`config.mk`:
```
export PLATFORM = sky130hd
export DESIGN_NAME = uart_rx_fifo_writer
export DESIGN_NICKNAME = d
export VERILOG_FILES = /design/src/rtl/uart_rx_fifo_writer.sv
export SDC_FILE = /design/constraint.sdc
export NUM_CORES = 1
export LEC_CHECK = 0
export ABC_AREA = 1
export BUFFER_PORTS_ARGS = -buffer_cell sky130_fd_sc_hd__buf_2
export CAP_MARGIN = 40
export CORE_MARGIN = 10
export CORE_UTILIZATION = 50
export CTS_CLUSTER_DIAMETER = 120
export DETAILED_ROUTE_END_ITERATION = 16
export GPL_TIMING_DRIVEN = 0
export PLACE_DENSITY = 0.69
export SLEW_MARGIN = 20
export SYNTH_ARGS = -nofsm -noshare
export SYNTH_HDL_FRONTEND = slang
export SYNTH_SLANG_ARGS = --single-unit
```
`constraint.sdc`:
```
create_clock -name wr_clk -period 1.55 [get_ports wr_clk]
set_input_delay 0.465 -clock wr_clk [delete_from_list [all_inputs] [get_ports wr_clk]]
set_output_delay 0.465 -clock wr_clk [all_outputs]
set_load 0.02 [all_outputs]
```
`src/rtl/uart_rx_fifo_writer.sv`:
```
`timescale 1ns/1ps
`default_nettype none
// +--------------------------------------------------------------------------+
// | Module      : uart_rx_fifo_writer                                        |
// | Description : Serial UART receiver (8N1, or 8E1 when PARITY_EN is        |
// |               defined) that feeds the write side of a byte FIFO. It runs |
// |               entirely in the wr_clk domain.                             |
// | Ports       : wr_clk     - write-domain clock, rising edge               |
// |               reset_n    - asynchronous active-low reset                 |
// |               rx_in      - asynchronous serial line, idle high           |
// |               fifo_full  - FIFO full flag, sampled at stop-bit sample    |
// |               wr         - one-cycle FIFO write strobe                   |
// |               data_out   - received byte, held until the next wr         |
// |               busy       - receiver is not in IDLE                       |
// |               frame_err  - one-cycle pulse, stop bit sampled low        |
// |               overrun    - one-cycle pulse, good byte dropped (full)     |
// |               parity_err - one-cycle pulse, parity mismatch             |
// | Macro       : PARITY_EN - adds an even-parity bit after the data bits    |
// | Revision    : 1.0 - initial release                                      |
// +--------------------------------------------------------------------------+
module uart_rx_fifo_writer #(
    parameter int CLKS_PER_BIT = 434,
    parameter int DATA_BITS    = 8
) (
    input  logic                 wr_clk,
    input  logic                 reset_n,
    input  logic                 rx_in,
    input  logic                 fifo_full,
    output logic                 wr,
    output logic [DATA_BITS-1:0] data_out,
    output logic                 busy,
    output logic                 frame_err,
    output logic                 overrun,
    output logic                 parity_err
);

    localparam int c_CW = (CLKS_PER_BIT > 1) ? $clog2(CLKS_PER_BIT) : 1;
    localparam int c_IW = (DATA_BITS > 1) ? $clog2(DATA_BITS) : 1;
    localparam logic [c_CW-1:0] c_HALF_CNT = c_CW'(CLKS_PER_BIT/2 - 1);
    localparam logic [c_CW-1:0] c_FULL_CNT = c_CW'(CLKS_PER_BIT - 1);
    localparam logic [c_IW-1:0] c_LAST_IDX = c_IW'(DATA_BITS - 1);

    typedef enum logic [2:0] {
        S_IDLE   = 3'd0,
        S_START  = 3'd1,
        S_DATA   = 3'd2,
        S_PARITY = 3'd3,
        S_STOP   = 3'd4
    } state_t;

    state_t                 r_state;
    logic                   r_rx_meta;
    logic                   r_rx_s;
    logic [c_CW-1:0]        r_cnt;
    logic [c_IW-1:0]        r_idx;
    logic [DATA_BITS-1:0]   r_shift;
    logic                   r_seen_high;
    logic                   r_busy;
    logic                   r_wr;
    logic [DATA_BITS-1:0]   r_data;
    logic                   r_frame_err;
    logic                   r_overrun;
    logic                   w_parity_ok;

`ifdef PARITY_EN
    logic                   r_par_bit;
    logic                   r_parity_err;

    // Even parity: data bits plus parity bit must XOR to zero.
    assign w_parity_ok = ~(^{r_shift, r_par_bit});
    assign parity_err  = r_parity_err;
`else
    assign w_parity_ok = 1'b1;
    assign parity_err  = 1'b0;
`endif

    assign wr        = r_wr;
    assign data_out  = r_data;
    assign busy      = r_busy;
    assign frame_err = r_frame_err;
    assign overrun   = r_overrun;

    // Two-flop synchroniser; both flops reset to the idle (high) line level.
    always_ff @(posedge wr_clk or negedge reset_n) begin
        if (!reset_n) begin
            r_rx_meta <= 1'b1;
            r_rx_s    <= 1'b1;
        end else begin
            r_rx_meta <= rx_in;
            r_rx_s    <= r_rx_meta;
        end
    end

    always_ff @(posedge wr_clk or negedge reset_n) begin
        if (!reset_n) begin
            r_state     <= S_IDLE;
            r_cnt       <= '0;
            r_idx       <= '0;
            r_shift     <= '0;
            r_seen_high <= 1'b1;
            r_busy      <= 1'b0;
            r_wr        <= 1'b0;
            r_data      <= '0;
            r_frame_err <= 1'b0;
            r_overrun   <= 1'b0;
`ifdef PARITY_EN
            r_par_bit    <= 1'b0;
            r_parity_err <= 1'b0;
`endif
        end else begin
            // Strobes and error flags are single-cycle pulses.
            r_wr        <= 1'b0;
            r_frame_err <= 1'b0;
            r_overrun   <= 1'b0;
`ifdef PARITY_EN
            r_parity_err <= 1'b0;
`endif
            case (r_state)
                S_IDLE: begin
                    r_cnt <= '0;
                    r_idx <= '0;
                    // After a framing error (possibly a break) the line must
                    // be seen high before a new falling edge is accepted.
                    if (r_rx_s) begin
                        r_seen_high <= 1'b1;
                    end else if (r_seen_high) begin
                        r_state <= S_START;
                        r_busy  <= 1'b1;
                    end
                end

                S_START: begin
                    if (r_cnt == c_HALF_CNT) begin
                        r_cnt <= '0;
                        r_idx <= '0;
                        if (r_rx_s) begin
                            // Line back high at mid start bit: glitch, ignore.
                            r_state <= S_IDLE;
                            r_busy  <= 1'b0;
                        end else begin
                            r_state <= S_DATA;
                        end
                    end else begin
                        r_cnt <= r_cnt + 1'b1;
                    end
                end

                S_DATA: begin
                    if (r_cnt == c_FULL_CNT) begin
                        r_cnt   <= '0;
                        r_shift <= {r_rx_s, r_shift[DATA_BITS-1:1]};
                        if (r_idx == c_LAST_IDX) begin
                            r_idx <= '0;
`ifdef PARITY_EN
                            r_state <= S_PARITY;
`else
                            r_state <= S_STOP;
`endif
                        end else begin
                            r_idx <= r_idx + 1'b1;
                        end
                    end else begin
                        r_cnt <= r_cnt + 1'b1;
                    end
                end

`ifdef PARITY_EN
                S_PARITY: begin
                    if (r_cnt == c_FULL_CNT) begin
                        r_cnt     <= '0;
                        r_par_bit <= r_rx_s;
                        r_state   <= S_STOP;
                    end else begin
                        r_cnt <= r_cnt + 1'b1;
                    end
                end
`endif

                S_STOP: begin
                    if (r_cnt == c_FULL_CNT) begin
                        // Return to IDLE at mid stop bit so a start bit that
                        // immediately follows is not missed.
                        r_cnt   <= '0;
                        r_state <= S_IDLE;
                        r_busy  <= 1'b0;
                        if (!r_rx_s) begin
                            r_frame_err <= 1'b1;
                            r_seen_high <= 1'b0;
                        end else if (!w_parity_ok) begin
`ifdef PARITY_EN
                            r_parity_err <= 1'b1;
`endif
                        end else if (fifo_full) begin
                            r_overrun <= 1'b1;
                        end else begin
                            r_wr   <= 1'b1;
                            r_data <= r_shift;
                        end
                    end else begin
                        r_cnt <= r_cnt + 1'b1;
                    end
                end

                default: begin
                    r_state <= S_IDLE;
                    r_busy  <= 1'b0;
                    r_cnt   <= '0;
                end
            endcase
        end
    end

endmodule
`default_nettype wire

```
Word level (Yosys, flattened, before mapping)
Cells that the tools add are included.

Register bits: 38. Output and inout port bits: 13.

Bitwise gates (word level): 2. Multiplexer cells: 36. Reductions and logical operators: 10. $add $sub $neg: 2. Eq/ne operators: 15.

Operators with widths (number): 3-bit two-way mux (9); 1-bit two-way mux (19); 9-bit two-way mux (2); 2-bit != test (second input constant) (9); 9-bit case mux with 2 select lines (1); 3-bit case mux with 4 select lines (1); 6-bit AND reduction (2); 9-bit by 1-bit adder with 9-bit output (second input constant) (1); 9-bit by 8-bit equality test with 1-bit output (second input constant) (1); 9-bit equality test (second input constant) (1); 3-bit case mux with 3 select lines (1); 4-bit AND reduction (2); 3-bit equality test (second input constant) (2); 1-bit case mux with 4 select lines (1); 3-bit by 1-bit adder with 3-bit output (second input constant) (1); 3-bit by 1-bit equality test with 1-bit output (second input constant) (1); 3-bit by 2-bit equality test with 1-bit output (second input constant) (1); 3-bit zero test (1); 3-bit AND reduction (1); 3-bit nonzero test (1); 2-bit two-way mux (1); 1-bit inverter (2); 1-bit case mux with 2 select lines (1); 2-bit AND reduction (1); 2 further kinds (2).

Depth between registers and ports, before layout
Word-level depth: 4. Gate-level depth with buffers: 11. Gate-level depth less buffers: 10.

Worst setup path before layout
No wires, ideal clock.

Path kind: reg2reg. Start: register r_cnt[1]. End: register r_shift[7]. Setup slack: 0.178 ns. Arrival time: 1.253 ns. Path buffers: 1. Cell stages (with the launch flop): 9. Period minus slack after synthesis: 1.372 ns. Path through: dfrtp_1 -> inv_1 -> ha_1 -> inv_1 -> nor3_2 -> nand4_2 -> buf_6 -> nand2_1 -> o21ai_2.

Cells in the longest elaborated chain, start to end: 2.

Ends and longest elaborated chain: start, declared (line 54) `logic [c_CW-1:0] r_cnt;`; start signal, assigned (line 144) `r_cnt <= r_cnt + 1'b1;`; start signal, assigned (line 163) `r_cnt <= r_cnt + 1'b1;`; start signal, assigned (line 200) `r_cnt <= r_cnt + 1'b1;`; 9-bit equality test (line 149) `if (r_cnt == c_FULL_CNT) begin`; 2-bit AND reduction (no line); end signal, assigned (line 151) `r_shift <= {r_rx_s, r_shift[DATA_BITS-1:1]};`; end, declared (line 56) `logic [DATA_BITS-1:0] r_shift;`.

No other way between the ends. A chain may end at the register's enable or synchronous reset.

Worst setup path in the final report
Start: register r_cnt[1]. End: register r_data[7] (netlist: data_out[7]).

Cells in the longest elaborated chain, start to end: 2.

Ends and longest elaborated chain: 9-bit equality test (line 180) `if (r_cnt == c_FULL_CNT) begin`; 4-bit AND reduction (no line); end signal, assigned (line 197) `r_data <= r_shift;`; end, declared (line 60) `logic [DATA_BITS-1:0] r_data;`.

No other way between the ends.

==> results.tsv <==
metric	value	unit
run status	finished clean	
clk_skew	0.00787	ns
first-pass GRT wire length	5890	um
clock power share	24.1	%
PortBufs	15	
CTS tree	yes	
CTS Buf Count	5	
Ports	17	
share of the synthesized area in the top cell type	47.1	%
Synth Area per Inst	8.90	um^2
Final ANT Viol Nets	0	
Crit path required time	1.73	ns
count leader, synth	nand2_1	
Finish-stage setup viols	0	
Gate Count Post-Synth	209	
Sw Pwr	925	uW
RD Place Congestion	0.839	
Seq cells post-synth	38	
Util after Layout	61.4	%
Layout area overhead	20.0	%
Routed WL per cell	12.4	um
Total Power	2.68	mW
clock root buffer master	clkbuf_8	
DR vias/cell	4.82	
Pwr Density	1200	nW/um^2
vias in the first global route	1277	
initial antenna violation count	0	
cell taking the most area after synthesis	dfrtp_1	
total gr overflow	0	
Switching Share	34.5	%
CP max-delay cell	dfrtp_1	
pin count of the biggest net entering global routing	21	
top cells by count, synth	46 x nand2_1, 35 x dfrtp_1, 28 x inv_1	
final-report max-slew violation count	0	
Via Count	1397	
Netlist Area Pre-Place	1860	um^2
CP max stage delay	0.40	ns
die area	6560	um^2
crit-path max FO	8	
Final Hold Viols	0	
final cycle utilization of the critical path	96.1	%
Worst-path clk slew	0.08	ns
min-delay worst type	input port to asynchronous set/reset pin	
CORE AREA	3630	um^2
layout cell share with drive strength beyond 1	31.0	%
VDD IR max	0.697	mV
die width	81	um
Die Ht	81	um
Initial DRC Count	140	
internal power	1.76	mW
main area contributors after synthesis	dfrtp_1 47%, nand2_1 9.3%, inv_1 5.6%, nand3_1 4.3%, dfstp_2 4.2%	
WL final	3580	um
EDFF count, synth	0	
fmax	0.671	GHz
DRC viols	0	
Worst path top cell family by delay	simple AND/OR/NAND/NOR gates	
Rows	22	
GRT Resource Usage Total	11.4	%
yosys warns	0	
RSZ-0062 raised after global routing	yes	
startpoint types	flip-flop	
Unique masters post-synth	30	
Combinational Power Share	32.7	%
Critical path buffers and inverters	3	
syn nets	218	
Flop pwr share	43.2	%
Crit Path Class	flip-flop to flip-flop	
WP data arrival	1.67	ns
worst-case clock buffer depth	2	
crit end category	flip-flop	
H-tree depth	2	
# diodes	0	
Final #Nets	250	
drt first pass iters	4	
HPWL Detailed	2590	um
critical-path cell list	inv_2 -> ha_4 -> nand2_2 -> nor2_2 -> nand2_2 -> inv_2 -> nand3_4 -> buf_8 -> nand2_1 -> o21ai_1	
asr flop ratio synth	100	%
clk_lat worst skew	0.29	ns
Final min period	1.49	ns
Starting Density	51.2	%
most common flop cell mapped by yosys	dfrtp_1	
Lkg Pwr	1.12	nW
maxcap violations	0	
sequential share of the synthesized area	51.3	%
Clock Sinks	38	
[registers in the layout (all words and copies together), names as in the netlist]
register / count
r_shift: 8
r_cnt: 9
r_state: 3
r_rx_meta: 1
r_idx: 3
r_rx_s: 1
data_out: 8
overrun: 1
wr: 1
r_seen_high: 1
frame_err: 1
busy: 1
[cell type report]
type | count | area (um^2)
fillers | 328 | 1400
plain buffers | 6 | 63.8
repair buffers | 25 | 188
flip-flops and latches | 38 | 956
clock buffers | 6 | 72.6
well taps | 48 | 60.1
clock inverters | 2 | 10.0
inverters | 31 | 116
multi-input cells | 134 | 766
[placed cells by master (no fill, tap or decap)]
master,synthesis,final
buf_4,1,10
clkinv_2,0,2
o21ai_0,4,4
nor2_2,2,2
clkbuf_1,0,1
o21ai_2,9,12
nor2_4,1,1
buf_2,1,15
inv_2,2,3
ha_4,0,1
nor4_1,1,1
nand2_1,46,42
clkinv_1,1,1
xnor2_1,2,2
dfrtp_2,0,1
nand3_1,16,16
a21boi_0,1,1
buf_6,4,3
ha_1,5,4
or2_2,1,1
nor3_2,2,2
dfstp_2,3,3
nand2_2,5,9
clkbuf_8,0,5
nor2_1,13,13
o21ai_1,6,3
dfrtp_1,35,34
a21oi_1,11,11
clkbuf_16,0,1
nand4_1,3,3
nand4_2,1,1
nand3_4,1,1
xor2_1,1,1
nor3_1,2,2
buf_8,0,1
inv_1,28,27
conb_1,1,1
buf_16,0,1
[routing by layer]
layer,GRT usage [%],vias up,wire [um]
met2,17.4,22,1630
met5,0,-,0
met3,2.43,5,177
li1,-,726,-
met1,14.8,644,1710
met4,6.23,0,70
[worst paths after layout]
path	from	end	slack, ns	cells past startpoint
hold reg to reg	r_rx_meta	r_rx_s	0.36	0
hold / removal	reset_n	r_shift[3]	0.12	1
min in group wr_clk	rx_in	r_rx_meta	0.27	1
max in group asynchronous	reset_n	r_state[0]	0.98	2
setup / recovery	r_cnt[1]	data_out[7]	0.06	10
setup reg to reg	r_cnt[1]	data_out[7]	0.06	10
[repair_timing]
item | in CTS | in global routing
buffers inserted | 1 | 6
cloned | 0 | 2
setup endpoints to repair | 2 | 24
pin swaps | 1 | 5
gates resized for setup | 0 | 15
hold buffers | 0 | 0
[kinds of logic after synthesis]
kind of cell | share of synthesized area (%)
buffers and inverters | 9.35
and+or+nand+nor | 24.1
other | 0.202
adders and majority gates | 3.36
AOI/OAI and AO/OA | 10.3
xor gates and xnor gates | 1.41
DFF | 51.3
[power by group through the flow]
stage	logic (mW)	clock network (mW)	registers (mW)
6_report	0.877	0.648	1.16
5_1_grt	0.981	0.712	1.17
4_1_cts	0.727	0.675	1.15
3_5_place_dp	0.727	0	1.17
3_3_place_gp	0.713	0	1.17
2_1_floorplan	0.547	0	1.17
[metrics by stage]
step / TNS (ns) / std cells / cell area (um^2) / hold slack (ns) / setup slack [ns]
2_1_floorplan: 0 / 209 / 1860 / 0.169 / 0.178
3_3_place_gp: 0 / 272 / 2000 / 0.345 / 0.0229
3_5_place_dp: -0.0262 / 273 / 2020 / 0.349 / -0.0136
4_1_cts: 0 / 282 / 2110 / 0.134 / 0.00549
5_1_grt: -0.674 / 290 / 2230 / 0.149 / -0.0614
6_report: 0 / 290 / 2230 / 0.120 / 0.0607
[worst register-to-register path, stage by stage (launching register included)]
cell and delay, ns:
dfrtp_1 0.40, inv_2 0.09, ha_4 0.14, nand2_2 0.04
nor2_2 0.11, nand2_2 0.11, inv_2 0.09, nand3_4 0.13
buf_8 0.17, nand2_1 0.05, o21ai_1 0.05
No activity file was read; power rests on OpenSTA's default activity.
